### config.mk
export PLATFORM = sky130hd
export DESIGN_NAME = rvc_fetch_aligner
export DESIGN_NICKNAME = d
export VERILOG_FILES = /design/src/rtl/rvc_fetch_aligner.sv
export SDC_FILE = /design/constraint.sdc
export NUM_CORES = 1
export LEC_CHECK = 0
export BUFFER_PORTS_ARGS = -buffer_cell sky130_fd_sc_hd__buf_4
export CAP_MARGIN = 20
export CORE_UTILIZATION = 40
export DETAILED_ROUTE_END_ITERATION = 7
export PLACE_DENSITY_LB_ADDON = 0.08
export SLEW_MARGIN = 20
export SYNTH_ARGS = -nofsm -noshare
export SYNTH_HDL_FRONTEND = slang
export SYNTH_SLANG_ARGS = --single-unit
### constraint.sdc
create_clock -name clk_sc -period 5.7 [get_ports clk_sc]
set_input_delay 1.14 -clock clk_sc [delete_from_list [all_inputs] [get_ports clk_sc]]
set_output_delay 1.14 -clock clk_sc [all_outputs]
set_load 0.01 [all_outputs]
### src/rtl/rvc_fetch_aligner.sv
`default_nettype none
// ============================================================================
// Module   : rvc_fetch_aligner
// Brief    : Word fetch + halfword queue that presents one RV32C/RV32I
//            instruction at a time, with PC, and handles redirects.
// Revision : 1.0 - initial release
// ============================================================================
module rvc_fetch_aligner #(
    parameter logic [31:0] RESET_PC  = 32'h0000_0000,
    parameter int          QDEPTH_HW = 4
) (
    input  logic        clk_sc,
    input  logic        resetn,
    output logic        mem_req,
    output logic [31:0] mem_addr,
    input  logic        mem_ready,
    input  logic [31:0] mem_rdata,
    input  logic        redirect,
    input  logic [31:0] redirect_pc,
    output logic        instr_valid,
    input  logic        instr_ready,
    output logic [31:0] instr_out,
    output logic [31:0] instr_pc,
    output logic        instr_rvc
);

    localparam logic [1:0] c_IDLE = 2'd0;
    localparam logic [1:0] c_REQ  = 2'd1;
    localparam logic [1:0] c_DROP = 2'd2;

    // A new fetch may only start when a full word still fits in the queue.
    localparam logic [2:0] c_REFILL_MAX = 3'(QDEPTH_HW - 2);

    logic [1:0]  r_state;
    logic [2:0]  r_count;
    logic [15:0] r_q [0:3];
    logic [31:0] r_head_pc;
    logic [31:0] r_fetch_addr;
    logic        r_skip_lo;
    logic        r_mem_req;
    logic [31:0] r_mem_addr;

    logic        w_hw0_is32;
    logic        w_valid;
    logic        w_fire;
    logic        w_resp;
    logic [2:0]  w_pop;
    logic [2:0]  w_push;
    logic [2:0]  w_base;
    logic [2:0]  w_cnt_nxt;
    logic [31:0] w_fa_nxt;
    logic [15:0] w_q_nxt [0:3];
    logic [1:0]  w_state_nxt;
    logic        w_req_nxt;
    logic [31:0] w_addr_nxt;
    logic        w_unused;

    assign w_unused   = redirect_pc[0];

    assign w_hw0_is32 = (r_q[0][1:0] == 2'b11);
    assign w_valid    = w_hw0_is32 ? (r_count >= 3'd2) : (r_count >= 3'd1);
    assign w_fire     = w_valid & instr_ready & ~redirect;
    assign w_resp     = (r_state == c_REQ) & mem_ready & ~redirect;
    assign w_pop      = !w_fire ? 3'd0 : (w_hw0_is32 ? 3'd2 : 3'd1);
    assign w_push     = !w_resp ? 3'd0 : (r_skip_lo ? 3'd1 : 3'd2);
    assign w_base     = r_count - w_pop;
    assign w_cnt_nxt  = redirect ? 3'd0 : (w_base + w_push);
    assign w_fa_nxt   = redirect ? {redirect_pc[31:2], 2'b00}
                      : w_resp   ? r_fetch_addr + 32'd4
                      :            r_fetch_addr;

    // Pop from the head first, then append the response behind what remains.
    always_comb begin
        for (int i = 0; i < 4; i++) begin
            w_q_nxt[i] = r_q[i];
        end
        if (w_pop == 3'd1) begin
            for (int i = 0; i < 3; i++) begin
                w_q_nxt[i] = r_q[i+1];
            end
        end else if (w_pop == 3'd2) begin
            w_q_nxt[0] = r_q[2];
            w_q_nxt[1] = r_q[3];
        end
        if (w_resp) begin
            for (int i = 0; i < 4; i++) begin
                if (r_skip_lo) begin
                    if (3'(i) == w_base) w_q_nxt[i] = mem_rdata[31:16];
                end else begin
                    if (3'(i) == w_base)        w_q_nxt[i] = mem_rdata[15:0];
                    if (3'(i) == w_base + 3'd1) w_q_nxt[i] = mem_rdata[31:16];
                end
            end
        end
    end

    always_comb begin
        w_state_nxt = r_state;
        w_req_nxt   = r_mem_req;
        w_addr_nxt  = r_mem_addr;
        case (r_state)
            c_IDLE: begin
                if (w_cnt_nxt <= c_REFILL_MAX) begin
                    w_state_nxt = c_REQ;
                    w_req_nxt   = 1'b1;
                    w_addr_nxt  = w_fa_nxt;
                end
            end
            c_REQ: begin
                if (mem_ready) begin
                    if (w_cnt_nxt <= c_REFILL_MAX) begin
                        w_addr_nxt = w_fa_nxt;
                    end else begin
                        w_state_nxt = c_IDLE;
                        w_req_nxt   = 1'b0;
                    end
                end else if (redirect) begin
                    // The request cannot be withdrawn; swallow its response.
                    w_state_nxt = c_DROP;
                end
            end
            c_DROP: begin
                if (mem_ready) begin
                    w_state_nxt = c_REQ;
                    w_addr_nxt  = w_fa_nxt;
                end
            end
            default: begin
                w_state_nxt = c_IDLE;
                w_req_nxt   = 1'b0;
            end
        endcase
    end

    always_ff @(posedge clk_sc or negedge resetn) begin
        if (!resetn) begin
            r_state      <= c_IDLE;
            r_count      <= 3'd0;
            r_head_pc    <= RESET_PC;
            r_fetch_addr <= {RESET_PC[31:2], 2'b00};
            r_skip_lo    <= RESET_PC[1];
            r_mem_req    <= 1'b0;
            r_mem_addr   <= {RESET_PC[31:2], 2'b00};
            for (int i = 0; i < 4; i++) begin
                r_q[i] <= 16'h0000;
            end
        end else begin
            r_state      <= w_state_nxt;
            r_count      <= w_cnt_nxt;
            r_fetch_addr <= w_fa_nxt;
            r_mem_req    <= w_req_nxt;
            r_mem_addr   <= w_addr_nxt;
            for (int i = 0; i < 4; i++) begin
                r_q[i] <= w_q_nxt[i];
            end
            if (redirect) begin
                r_head_pc <= {redirect_pc[31:1], 1'b0};
                r_skip_lo <= redirect_pc[1];
            end else begin
                if (w_fire) r_head_pc <= r_head_pc + (w_hw0_is32 ? 32'd4 : 32'd2);
                if (w_resp) r_skip_lo <= 1'b0;
            end
        end
    end

    assign mem_req     = r_mem_req;
    assign mem_addr    = r_mem_addr;
    assign instr_valid = w_valid;
    assign instr_rvc   = w_valid & ~w_hw0_is32;
    assign instr_pc    = r_head_pc;
    assign instr_out   = !w_valid   ? 32'h0
                       : w_hw0_is32 ? {r_q[1], r_q[0]}
                       :              {16'h0000, r_q[0]};

endmodule
`default_nettype wire

After elaboration in Yosys (flattened, before gate mapping)
Index checks and enable logic that the tools add are counted.

cells by class
  $add $sub $neg = 5
  magnitude comparators = 3
  eq/ne operators = 18
  multiplexer cells = 49
  bitwise operators = 8
  reductions and logical operators = 11

operators by type and width
  kind                                                                    count
  32-bit two-way mux                                                      11
  16-bit two-way mux                                                      17
  32-bit one-hot mux with 3 select lines                                  1
  64-bit two-way mux                                                      1
  32-bit by 3-bit adder with 32-bit output                                1
  32-bit by 3-bit adder with 32-bit output (second input constant)        1
  2-bit two-way mux                                                       9
  2-bit by 3-bit == test with 1-bit output (first input constant)         4
  2-bit != test (second input constant)                                   4
  4-bit AND reduction                                                     2
  1-bit by 3-bit == test with 1-bit output (first input constant)         2
  2-bit == test (second input constant)                                   3
  3-bit logical NOT                                                       2
  1-bit two-way mux                                                       6
  3-bit two-way mux                                                       2
  3-bit != test (second input constant)                                   2
  2-bit one-hot mux with 3 select lines                                   1
  3-bit AND reduction                                                     2
  2-bit nonzero test                                                      3
  1-bit AND                                                               5
  2-bit by 1-bit == test with 1-bit output (second input constant)        2
  3-bit by 1-bit adder with 3-bit output (second input constant)          1
  3-bit by 2-bit adder with 3-bit output                                  1
  3-bit by 1-bit >= comparator with 1-bit output (second input constant)  1
  other kinds (8)                                                         10

word-level totals
  register bits = 167
  input port bits = 69
  output and inout bits = 99
  word-level logic and storage cells = 105

Depth between registers and ports, before layout
Gate-level depths: netlist of run 1.

  depth after elaboration = 12
  depth in mapped cells = 21
  gate-level depth less buffers = 15

Least setup slack after synthesis of run 1
OpenSTA, ideal clock, no wires.

  path type = input to register
  from = in redirect
  to = reg r_mem_addr[0] (netlist: mem_addr[0])
  arrival time = 5655 ps
  required time = 5575 ps
  setup slack = -80 ps
  cell stages on the path = 20
  buffers on the path = 7
  path through = clkbuf_1 nor2b_1 clkbuf_1 o311ai_2 clkinv_1 clkbuf_1 ha_1 inv_1 fa_1 clkbuf_1 inv_1 clkbuf_1 buf_1 fa_1 nor2_1 and2_1 or3_1 o21bai_1 buf_2 mux2_2

between the ends
  cells in the longest elaborated chain, start to end = 10

ends and longest elaborated chain
  item                                                           line      text
  from (decl)                                                    18        input logic redirect,
  1-bit NOT                                                      62, 63
  1-bit AND                                                      62        assign w_fire = w_valid & instr_ready & ~redirect;
  2-bit two-way mux                                              64        assign w_pop = !w_fire ? 3'd0 : (w_hw0_is32 ? 3'd2 : 3'd1);
  3-bit by 2-bit subtractor with 3-bit output                    66        assign w_base = r_count - w_pop;
  3-bit by 2-bit adder with 3-bit output                         67        assign w_cnt_nxt = redirect ? 3'd0 : (w_base + w_push);
  3-bit two-way mux (*)                                          67
  net w_cnt_nxt[1]                                               50        logic [2:0] w_cnt_nxt;
  3-bit by 2-bit less-or-equal comparator with 1-bit output (*)  103, 111
  32-bit two-way mux (*)                                         103, 111
  32-bit two-way mux                                             110       if (mem_ready) begin
  32-bit one-hot mux with 3 select lines (*)                     101       case (r_state)
  to (signal assigned)                                           143       r_mem_addr <= {RESET_PC[31:2], 2'b00};
  to (signal assigned)                                           152       r_mem_addr <= w_addr_nxt;
  to (decl)                                                      41        logic [31:0] r_mem_addr;

The timed path passes the listed nets; every way through them passes the cells marked *. The select of a mux whose other input is x is not followed.
A chain may end at the register's enable or synchronous reset.

==> results of run 1 <==
## state kept, by name (all words and copies together) (netlist names)
name          cells
r_state           2
r_skip_lo         1
mem_addr         32
r_fetch_addr     32
r_count           3
r_q              64
instr_pc         31
mem_req           1
## metal layers
layer	routed length [um]	vias to the layer above	share of wire [%]
li1	-	4812	-
met1	16170	5111	44
met2	17720	373	48
met3	2250	41	6.1
met4	590	0	1.6
met5	0	-	0
## cell type report
| cell class | instances | area (um2) | share of cell area, % |
|---|---|---|---|
| Inverter | 31 | 117.6 | 0.8994 |
| Sequential cell | 166 | 4154 | 31.77 |
| Timing Repair Buffer | 199 | 1523 | 11.64 |
| Multi-Input combinational cell | 934 | 6262 | 47.89 |
| Tap cell | 341 | 426.7 | 3.263 |
| Clock buffer | 17 | 425.4 | 3.253 |
| Clock inverter | 15 | 167.7 | 1.282 |
## power by group through the flow
stage          registers (mW)  logic, mW  clock network, mW
6_report                 1.88       3.65               1.20
4_1_cts                  1.88       3.61               1.23
3_5_place_dp             1.89       3.60                  0
2_1_floorplan            1.84       2.38                  0
3_3_place_gp             1.89       3.56                  0
5_1_grt                  1.93       3.97               1.28
## synth_stat cells, types with 2 or more instances
library cell | count | area, um2
and3_1 | 33 | 206.5
a311oi_1 | 3 | 26.28
buf_2 | 12 | 60.06
a211o_1 | 30 | 262.8
buf_6 | 2 | 22.52
a31oi_1 | 49 | 306.5
or3b_2 | 2 | 17.52
o311ai_2 | 3 | 48.80
a21bo_2 | 8 | 80.08
nor4_1 | 7 | 43.79
nand3_1 | 70 | 350.3
o31ai_1 | 10 | 75.07
xnor2_1 | 20 | 175.2
nor2b_1 | 4 | 25.02
o21ai_0 | 80 | 400.4
or4_4 | 2 | 22.52
buf_1 | 15 | 56.30
dfrtp_1 | 166 | 4154
clkbuf_1 | 79 | 296.5
a211oi_1 | 9 | 67.56
o22ai_1 | 18 | 112.6
a21oi_1 | 88 | 440.4
a22oi_1 | 16 | 120.1
nand2_1 | 52 | 195.2
xor2_1 | 10 | 87.58
a22o_1 | 16 | 140.1
mux2_2 | 70 | 788.3
mux2i_1 | 56 | 560.5
nand4_1 | 31 | 193.9
a32oi_1 | 12 | 105.1
nor3_1 | 25 | 125.1
nor2_1 | 114 | 427.9
and4_1 | 16 | 140.1
fa_1 | 3 | 60.06
ha_1 | 6 | 75.07
inv_1 | 30 | 112.6
and2_1 | 30 | 187.7
or3_1 | 11 | 68.82
or4_1 | 9 | 67.56
and4b_1 | 3 | 30.03
## kinds of logic (layout without fill, tap and decap cells)
family                     Yosys count  count (layout)  share of synthesized area (%)
other                                1               1                        0.03435
AOI/OAI and AO/OA                  347             347                          20.38
buffers and inverters              140             262                          5.124
adders and majority gates            9               9                          1.238
xor gates and xnor gates            31              31                          2.613
DFF                                166             166                          38.06
and+or+nand+nor                    420             420                          20.20
muxes                              126             126                          12.36
## critical path, stage by stage
cell and delay [ns]:
buf_4 0.22, nor2b_2 0.19, buf_4 0.37, nand3_1 0.16, fa_1 0.61, inv_1 0.15
buf_4 0.29, nor2_1 0.07, ha_1 0.38, or3b_2 0.47, nor3b_2 0.17, buf_4 0.27
a22oi_1 0.21, o22ai_1 0.10, a22o_1 0.18
## stage by stage
stage / setup WS, ns / power [mW]
after floorplan: 0.07369 / 4.220
after global placement: 0.6359 / 5.453
after detailed placement: 0.6019 / 5.495
after CTS: 1.084 / 6.715
after global routing: 0.7891 / 7.172
final: 1.017 / 6.734
## path summary, 6_finish.rpt
path / from / endpoint / cells after the start
hold reg to reg: mem_addr[10]$_DFFE_PN0P_ / mem_addr[10]$_DFFE_PN0P_ / 1
max in group asynchronous: resetn / instr_pc[12]$_DFFE_PN0N_ / 2
min in group asynchronous: resetn / r_q[58]$_DFF_PN0_ / 1
hold / removal: mem_addr[10]$_DFFE_PN0P_ / mem_addr[10]$_DFFE_PN0P_ / 1
setup reg to reg: r_q[48]$_DFF_PN0_ / r_q[29]$_DFF_PN0_ / 16
setup / recovery: redirect / r_q[29]$_DFF_PN0_ / 15
==> flow_summary.toml, run 1 <==
[sta]
setup_viol = 0
tightest_slew_ns = 1.041
slew_viol_final = 0
fin_crit_sh_pct = 82.15
finalCriticalPeriod_ns = 4.683
rsz0062_at_grt = "false"
hold_viol = 0
slew_headroom_pct = 30.51
max_freq_ghz = 0.2136
fin_hold_ws_ns = 0.5100
finalClockSkew_ns = 0.01471
final.setup.tns_ns = 0

[floorplanning]
die-area_um2 = 27950
start_util_pct = 40.61
fp.dieW_um = 167.2
io_pins = 168
die_y_um = 167.2
rows = 60
core_area_um2 = 26880

[placement]
io_buffers = 165
placedCellCount = 1671
hpwlAfterDp_um = 23280
placed_area_um2 = 12480
gp_congestion = 0.8147

[clock_tree]
cts-buffers-inserted = 17
clk_latency_ns = 0.45
post_cts_buffers = 0
cts.path.max_buffers = 2
cts_root_buf = "clkbuf_16"
cts_tree = "done"
hold_buffers = 0
clkSinkCount = 166
htree_num_levels = 4
cts_resized = 0
path_clk_slew_ns = 0.07

[power_and_ir_drop]
p_seq_share_pct = 28.0
powerDensity_nw_per_um2 = 515.0
p_clk_share_pct = 17.8
ir_drop_uv = 337.6
p_int_mw = 3.690
netSwitchingFraction_pct = 45.20
switchingPower_mw = 3.044
combPwrFrac_pct = 54.2
leakagePower_nw = 5.949

[global_route]
antenna_found_initial = 0
grt_use_met3_pct = 5.342
grt_max_degree = 95
grt-ovfl-total = 0
grt_pass1_vias = 10246
grt_usage_pct = 26.60
grtUsageMet1_pct = 34.75
use_met2_pct = 44.06
grt-busiest-layer = "met2"
grt_pass1_wl_um = 58170

[route]
vias = 10337
detail_route.wl_per_cell_um = 21.57
via_per_inst = 6.070
wl_um = 36740
drcViolationCount = 0
first_iter_violations = 1057
postRouteAntennaNets = 0
dr.pass1.iters = 6

[logic_synthesis]
synth_ff_type = "dfrtp_1"
synth-seq-cells = 166
seq_area_frac_synth_pct = 38.06
ys_types = 60
synthesis.area_um2 = 10920
syn-num-nets = 1318
synthArstFlopShare_pct = 100.0
synth-edff-count = 0
yosys_warnings = 0
netlist_instances = 1240
avgSynthCellArea_um2 = 8.803

[finish]
drive_gt1_share_pct = 24.23
layout.nets = 1427
stdcell_count = 1703
layout_commonest_cell = "buf_4"
mostFrequentLayoutCells = "buf_4, dfrtp_1, nor2_1, a21oi_1, o21ai_0"
fillerInstances = 2599
finish.instance_area_um2 = 13080
final_util_pct = 48.65
num_antenna_cells = 0
synthToLayoutAreaGrowth_pct = 19.80

[flow_run]
drv_cap = 0

[worst_setup_path]
cp_data_arrival_time_ns = 5.01
crit_fanout = 32
setup.worst_path.end_class = "flip-flop"
cp.required_ns = 6.03
crit_type = "input pin to flip-flop"
reg2reg_slack_ns = 1.21
setup.worst_path.start_class = "input pin"

[hold_path]
hold_path.class = "flip-flop to flip-flop"

[run_status]
status = "finished clean"
Note: power is estimated with default switching activity, not from simulation.
==> inputs of run 2 (changes only) <==
clock period = 4.91 ns   (was 5.7 ns; I/O delays follow)
==> flow_summary.toml, run 2 (same netlist as run 1, synthesis figures left out) <==
[finish]
layout.nets = 1441
synthToLayoutAreaGrowth_pct = 20.74
fillerInstances = 2572
stdcell_count = 1717
largest_reg_flops = 64
multi_input_area_um2 = 6282
regArea_um2 = 4154
drive_gt1_share_pct = 25.07
regMostFlops = "r_q"
mostFrequentLayoutCells = "buf_4, dfrtp_1, nor2_1, a21oi_1, o21ai_0"
layout_commonest_cell = "buf_4"
num_antenna_cells = 0

[route]
wl_um = 36540
via_per_inst = 6.097
dr.pass1.iters = 8
detail_route.wl_per_cell_um = 21.28
vias = 10468
drcViolationCount = 1
first_iter_violations = 819
postRouteAntennaNets = 0

[power_and_ir_drop]
leakagePower_nw = 6.008
ir_drop_uv = 383.7
powerDensity_nw_per_um2 = 593.8

[sta]
hold_viol = 0
max_freq_ghz = 0.2443
tightest_slew_ns = 0.8866
slew_headroom_pct = 40.89
final.setup.tns_ns = 0
finalClockSkew_ns = 0.01194
rsz0062_at_grt = "false"
slew_viol_final = 0
finalCriticalPeriod_ns = 4.093
fin_crit_sh_pct = 83.37
setup_viol = 0

[hold_path]
hold_path.class = "flip-flop to flip-flop"

[clock_tree]
cts_root_buf = "clkbuf_16"
hold_buffers = 0
post_cts_buffers = 0
cts_tree = "done"
cts.path.max_buffers = 2
clkSinkCount = 166
clk_latency_ns = 0.44
cts_resized = 0
cts-buffers-inserted = 17
path_clk_slew_ns = 0.07
htree_num_levels = 4

[flow_run]
drv_cap = 0

[worst_setup_path]
cp.required_ns = 5.23
cp_data_arrival_time_ns = 4.42
slowest_stage = "dfrtp_1"
setup.worst_path.end_class = "flip-flop"
crit_type = "flip-flop to flip-flop"
critical_path.cell_chain = "and2_1 > buf_4 > nand3_1 > fa_1 > inv_1 > fa_1 > nor2_1 > and2_1 > or3_4 > o21bai_4 > buf_12 > mux2_2"
critPathMaxStageDelay_ns = 0.63
setup.worst_path.start_class = "flip-flop"
crit_fanout = 32
reg2reg_slack_ns = 0.82

[floorplanning]
core_area_um2 = 26880
die-area_um2 = 27950
die_y_um = 167.2
fp.dieW_um = 167.2
start_util_pct = 40.61
io_pins = 168
rows = 60

[global_route]
grtUsageMet1_pct = 32.28
grt_usage_pct = 26.14
use_met2_pct = 44.81
grt-busiest-layer = "met2"
grt_pass1_wl_um = 57460
grt-ovfl-total = 0
grt_max_degree = 85
grt_pass1_vias = 10358
grt_use_met3_pct = 6.098
antenna_found_initial = 0

[placement]
gp_congestion = 0.8624
placedCellCount = 1685
io_buffers = 165
hpwlAfterDp_um = 23400

[run_status]
status = "finished, violations left"
violations = "DRC"
[run 2: cell types whose count changed in the layout (fill, tap and decap cells not counted), sizes merged]
cell / before / now
clkinvlp: 2 / 1
buf: 199 / 213
clkbuf: 17 / 18
[run 2: final cells by class]
cell class / instances / share of cell area [%]
Inverter: 31 / 0.8924
Timing Repair Buffer: 213 / 12.35
Multi-Input combinational cell: 934 / 47.67
Sequential cell: 166 / 31.52
Tap cell: 341 / 3.237
Clock inverter: 14 / 1.073
Clock buffer: 18 / 3.256
[run 2: power by group]
part | switching (mW) | internal, mW
clock network | 0.642 | 0.716
registers | 0.398 | 1.81
logic | 2.46 | 1.81
total | 3.50 | 4.33
[run 2: per-layer routing]
layer | up-vias | share of wire (%)
li1 | 4843 | -
met3 | 54 | 6.7
met2 | 395 | 49
met5 | - | 0
met1 | 5176 | 42
met4 | 0 | 2.1
[run 2: worst max-delay path: cells and delay by family, from the launching register on]
family	cells	cell delay (ns)
adder cells (fa/ha/maj)	2	1.09
AND/OR/NAND/NOR	5	0.99
AO/OA/AOI/OAI	1	0.16
buffers and inverters	3	0.72
multiplexers	1	0.36
flip-flops	1	0.63
[run 2: stage by stage]
step	util, %	instance area, um2	hold WS (ns)	total power, mW	worst slack [ns]
finish	49.04	13180	0.5105	7.826	0.8167
CTS	49.04	13180	0.5117	7.806	0.8141
global route	49.04	13180	0.5269	8.330	0.6475
global placement	46.91	12610	0.4853	6.373	0.4802
detailed placement	46.91	12610	0.4965	6.429	0.4722
floorplan	-	10980	0.4666	4.950	0.01854
[run 2: final timing paths]
check	end	depth (start not counted)	from
worst max-delay path	mem_addr[20]$_DFFE_PN0P_	12	r_q[49]$_DFF_PN0_
worst min-delay path	r_q[12]$_DFFE_PN0P_	2	r_q[12]$_DFFE_PN0P_
worst max register to register	mem_addr[20]$_DFFE_PN0P_	12	r_q[49]$_DFF_PN0_
worst min register to register	r_q[12]$_DFFE_PN0P_	2	r_q[12]$_DFFE_PN0P_
max in group asynchronous	instr_pc[4]$_DFFE_PN0N_	2	resetn
min in group asynchronous	r_q[58]$_DFF_PN0_	1	resetn
